<file path="src/rtl/syscall_print_ctrl.sv">
// Print-string syscall sequencer: borrows idle data-memory cycles to walk a NUL-terminated
// string and emits one character per cycle on a registered strobe interface.
module syscall_print_ctrl #(
    parameter int unsigned MAX_LEN = 1024
) (
    input  logic        clk,
    input  logic        reset,
    input  logic        syscall_w,
    input  logic [31:0] a0,
    input  logic [31:0] cpu_a,
    input  logic        cpu_mem_read,
    input  logic        cpu_mem_write,
    input  logic [31:0] mem_rd,
    output logic [31:0] mem_a,
    output logic        grant,
    output logic [7:0]  char_out,
    output logic        char_valid,
    output logic        busy,
    output logic        done,
    output logic        truncated
);
    localparam int unsigned CountW = $clog2(MAX_LEN + 1);
    localparam logic [CountW-1:0] MaxCount = CountW'(MAX_LEN);

    typedef enum logic [1:0] {StIdle, StFetch, StEmit} state_e;

    state_e              state_q, state_d;
    logic [31:0]         pr_addr_q, pr_addr_d;
    logic [31:0]         word_buf_q, word_buf_d;
    logic [CountW-1:0]   count_q, count_d, count_inc;
    logic [7:0]          char_out_q, char_out_d;
    logic                char_valid_q, char_valid_d;
    logic                done_q, done_d;
    logic                truncated_q, truncated_d;
    logic [7:0]          lane;

    always_ff @(posedge clk or posedge reset) begin
        if (reset) begin
            state_q      <= StIdle;
            pr_addr_q    <= '0;
            word_buf_q   <= '0;
            count_q      <= '0;
            char_out_q   <= '0;
            char_valid_q <= 1'b0;
            done_q       <= 1'b0;
            truncated_q  <= 1'b0;
        end else begin
            state_q      <= state_d;
            pr_addr_q    <= pr_addr_d;
            word_buf_q   <= word_buf_d;
            count_q      <= count_d;
            char_out_q   <= char_out_d;
            char_valid_q <= char_valid_d;
            done_q       <= done_d;
            truncated_q  <= truncated_d;
        end
    end

    // Little-endian byte lane of the buffered word.
    always_comb begin
        lane = '0;
        unique case (pr_addr_q[1:0])
            2'd0: lane = word_buf_q[7:0];
            2'd1: lane = word_buf_q[15:8];
            2'd2: lane = word_buf_q[23:16];
            2'd3: lane = word_buf_q[31:24];
        endcase
    end

    // The CPU MEM stage always wins; the printer only takes otherwise idle cycles.
    assign grant     = (state_q == StFetch) && !(cpu_mem_read || cpu_mem_write);
    assign mem_a     = grant ? {pr_addr_q[31:2], 2'b00} : cpu_a;
    assign busy      = (state_q != StIdle);
    assign count_inc = count_q + CountW'(1);

    always_comb begin
        state_d      = state_q;
        pr_addr_d    = pr_addr_q;
        word_buf_d   = word_buf_q;
        count_d      = count_q;
        char_out_d   = char_out_q;
        char_valid_d = 1'b0;
        done_d       = 1'b0;
        truncated_d  = truncated_q;
        case (state_q)
            StIdle: begin
                if (syscall_w) begin
                    pr_addr_d   = a0;
                    count_d     = '0;
                    truncated_d = 1'b0;
                    state_d     = StFetch;
                end
            end
            StFetch: begin
                if (grant) begin
                    word_buf_d = mem_rd;
                    state_d    = StEmit;
                end
            end
            StEmit: begin
                if (lane == 8'h00) begin
                    state_d = StIdle;
                    done_d  = 1'b1;
                end else begin
                    char_out_d   = lane;
                    char_valid_d = 1'b1;
                    pr_addr_d    = pr_addr_q + 32'd1;
                    count_d      = count_inc;
                    if (count_inc == MaxCount) begin
                        state_d     = StIdle;
                        done_d      = 1'b1;
                        truncated_d = 1'b1;
                    end else if (pr_addr_q[1:0] == 2'd3) begin
                        state_d = StFetch;
                    end
                end
            end
            default: state_d = StIdle;
        endcase
    end

    assign char_out   = char_out_q;
    assign char_valid = char_valid_q;
    assign done       = done_q;
    assign truncated  = truncated_q;

endmodule

</file>
<file path="config.mk">
export PLATFORM = sky130hd
export DESIGN_NAME = syscall_print_ctrl
export DESIGN_NICKNAME = d
export VERILOG_FILES = /design/src/rtl/syscall_print_ctrl.sv
export SDC_FILE = /design/constraint.sdc
export NUM_CORES = 1
export LEC_CHECK = 0
export ABC_CLOCK_PERIOD_IN_PS = 3600
export CAP_MARGIN = 10
export CORE_UTILIZATION = 45
export DETAILED_ROUTE_END_ITERATION = 7
export DONT_BUFFER_PORTS = 1
export GPL_ROUTABILITY_DRIVEN = 0
export GPL_TIMING_DRIVEN = 0
export MAX_ROUTING_LAYER = met4
export PLACE_DENSITY = 0.63
export SYNTH_ARGS = -nofsm -noshare
export SYNTH_HDL_FRONTEND = slang
export SYNTH_SLANG_ARGS = --single-unit
</file>
<file path="constraint.sdc">
create_clock -name clk -period 3.6 [get_ports clk]
set_clock_uncertainty 0.2 [all_clocks]
set_input_delay 1.08 -clock clk [delete_from_list [all_inputs] [get_ports clk]]
set_output_delay 1.08 -clock clk [all_outputs]
set_load 0.02 [all_outputs]
</file>
==> flow_summary_export.csv <==
group,metric,value,unit
power_and_ir_drop,clockPowerShare,0.159,
synth,syn_inst,489,
floorplanning,die_w,107,um
setup_path,r2r_slack,190,ps
final_layout,seqCellArea,0.00220,mm^2
setup_path,crit_arrival,2260,ps
clocking,cts_tree,"done",
timing,finalMaxSlewViolations,0,
synth,ys_ff_latch,88,
global_routing,grt_max_degree,70,
detailed_routing,first_pass_iters,4,
outcome,status,"finished, final reports clean",
power_and_ir_drop,internal_power,2510,uW
floorplanning,dieArea,0.0114,mm^2
detailed_routing,vias,4147,
timing,rsz0062_at_grt,"false",
global_routing,grt_pass1_vias,4091,
timing,finalSetupViolations,0,
clocking,clock_latency,370,ps
placement,hpwl,10.1,mm
synth,ys_types,59,
global_routing,track_usage,0.261,
synth,postSynthNetCount,595,
setup_path,crit_fanout,10,
synth,synth_edf_count,0,
clocking,cts_buffers,9,
timing,hold_viol,0,
synth,syn_area,0.00494,mm^2
detailed_routing,wl_per_cell,21.8,um
setup_path,cp_cell_sequence,"nor4b_4, clkbuf_8, buf_4, mux2_2",
setup_path,critPathLaunchType,"input port",
floorplanning,placement_rows,37,
final_layout,multi_input_area,0.00258,mm^2
setup_path,worst_path_largest_cell_delay,420,ps
final_layout,layout.nets,612,
setup_path,slowest_stage,"mux2_2",
setup_path,cp_top_family,"multiplexers",
timing,tightest_slew,950,ps
clocking,clock_sinks,88,
worst_hold_path,hold_start,"pr_addr_q[13]$_DFFE_PP0P_",
global_routing,grt-ovfl-total,0,
timing,finalCritPeriodShare,0.985,
setup_path,cp.required,2320,ps
setup_path,reg2reg_to,"pr_addr_q[8]$_DFFE_PP0P_",
synth,async_flop_share,1.00,
flow_run,drv_cap,0,
setup_path,rr_worst_depth,10,
detailed_routing,ant_nets,0,
global_routing,grt_pass1_wl,22.0,mm
setup_path,setup.worst_path.class,"input port to output pin",
detailed_routing,wirelength,14.1,mm
final_layout,fill_cells,1014,
clocking,clkSlewWorstSetupHoldPaths,90,ps
timing,finalWorstSetupSlack,55.8,ps
timing,maxSlewHeadroom,0.362,
power_and_ir_drop,switching_share,0.433,
timing,fmax,282,MHz
clocking,htree_num_levels,3,
worst_hold_path,min_to,"pr_addr_q[13]$_DFFE_PP0P_",
power_and_ir_drop,vdd_drop_max,0.432,mV
final_layout,synthToLayoutAreaGrowth,9.67,%
worst_hold_path,whs_path_depth,1,
timing,post-route-min-period,3540,ps
clocking,cts_max_path_buffers,2,
floorplanning,io_pins,146,
synth,yosysWarnings,0,
global_routing,antenna_found_initial,1,
setup_path,end_kind,"output pin",
floorplanning,initial_core_util,0.471,
synth,syn_area_per_cell,10.1,um^2
setup_path,r2r_start,"pr_addr_q[1]$_DFFE_PP0P_",
detailed_routing,first_iter_violations,321,
power_and_ir_drop,p_switching,1920,uW
power_and_ir_drop,p_seq_frac,0.423,
placement,port_buffers,0,
setup_path,crit_buf_inv,2,
placement,post-place-ws,-282,ps
power_and_ir_drop,power_frac_comb,0.417,
detailed_routing,vias_per_cell,6.40,
detailed_routing,drcViolationCount,0,
worst_hold_path,hold_path_class,"flop to flop",
synth,synth_flop_cell,"dfrtp_1",
final_layout,drive_above_1_share,0.223,
power_and_ir_drop,leakagePower,0.00226,uW
final_layout,utilization,0.516,
power_and_ir_drop,power_density,816,mW/mm^2
floorplanning,coreArea,0.0105,mm^2
synth,yosysSeqAreaShare,0.445,
clocking,clockRootBuffer,"clkbuf_8",
floorplanning,die_h,107,um
[placed cells by master, fill, tap and decap left out, types with 10 or more instances in the layout]
cell type,n
clkbuf_1,13
nand2_1,48
nand3_1,23
o21ai_0,10
mux2_2,62
clkbuf_8,10
nor2b_1,12
a22oi_1,11
a21oi_1,34
dfrtp_1,87
nor3_1,12
and3_1,15
nor2_1,21
[sequential cells by signal, summed over array words and instances (netlist names)]
signal / count
char_out: 8
pr_addr_q: 32
count_q: 11
char_valid: 1
done: 1
word_buf_q: 32
truncated: 1
state_q: 2
[layer usage]
metal,share of wire,vias to the layer above,global-route usage
li1,-,1882,-
met1,0.41,2068,0.319
met2,0.48,173,0.415
met3,0.087,24,0.0705
met4,0.024,0,0.0969
met5,0,-,-
[cell usage after synthesis (all sizes together) (6+ instances only)]
cell type | number | area, um^2
dfrtp | 88 | 2200
mux2 | 62 | 698
nand2 | 49 | 186
a21oi | 34 | 170
nand3 | 23 | 115
nor2 | 22 | 90.1
clkbuf | 18 | 67.6
and3 | 15 | 93.8
nor3 | 13 | 70.1
buf | 12 | 73.8
nor2b | 12 | 75.1
a22oi | 11 | 82.6
o21ai | 11 | 66.3
inv | 9 | 33.8
nand4 | 8 | 50.1
a211o | 7 | 61.3
a311oi | 6 | 65.1
o21a | 6 | 45.0
[logic make-up (layout without fill, tap and decap cells)]
group                      count (synthesis)  after routing  synth area share
adders and majority gates                  5              5            0.0127
xor gates and xnor gates                   5              5           0.00886
buffers and inverters                     39             61            0.0354
AOI/OAI and AO/OA                        125            125             0.184
and+or+nand+nor                          165            165             0.172
muxes                                     62             62             0.141
DFF                                       88             88             0.445
other                                      0              1                 0
[area by class of cell]
class                   count  share of cell area
multi-input cells         362               0.476
flip-flops and latches     88               0.406
well taps                 136              0.0314
plain buffers              30              0.0309
clock buffers              10              0.0235
clock inverters             6              0.0125
repair buffers              6              0.0120
inverters                   9             0.00669
diodes                      1            0.000461
[how the worst max path moves through the flow]
stage	start	cells after the start	to	slack (ps)
6_report	cpu_mem_read	4	mem_a[29]	60
5_1_grt	cpu_mem_read	4	mem_a[29]	0.5
4_1_cts	cpu_mem_write	4	mem_a[29]	10
3_5_place_dp	cpu_mem_write	4	mem_a[29]	-280
3_3_place_gp	reset	1	pr_addr_q[24]$_DFFE_PP0P_	-1000
2_1_floorplan	reset	1	char_out[0]$_DFFE_PP0P_	40
[through the flow]
| step | cells | setup TNS, ps | hold slack (ps) | instance area (um^2) | total power (uW) |
|---|---|---|---|---|---|
| final | 648 | 0 | 299 | 5420 | 4430 |
| after global routing | 648 | 0 | 328 | 5420 | 4700 |
| after CTS | 644 | 0 | 293 | 5390 | 4400 |
| after detailed placement | 626 | -8170 | 278 | 5160 | 3680 |
| after global placement | 625 | -96230 | 281 | 5130 | 3620 |
| after floorplan | 489 | 0 | 247 | 4960 | 3140 |
[timing repair]
| action | CTS | global route |
|---|---|---|
| pin swaps | 0 | 2 |
| hold buffers | 0 | 0 |
| setup endpoints to repair | 32 | 50 |
| setup buffers | 2 | 3 |
| gates resized for setup | 6 | 6 |
[power groups by stage]
stage,logic [uW],clock network (uW),registers (uW)
floorplan,1400,0,1750
global placement,1760,0,1860
detailed placement,1800,0,1880
CTS,1820,718,1860
global route,2020,745,1930
finish,1850,706,1870
Note: power is estimated with default switching activity, not from simulation.
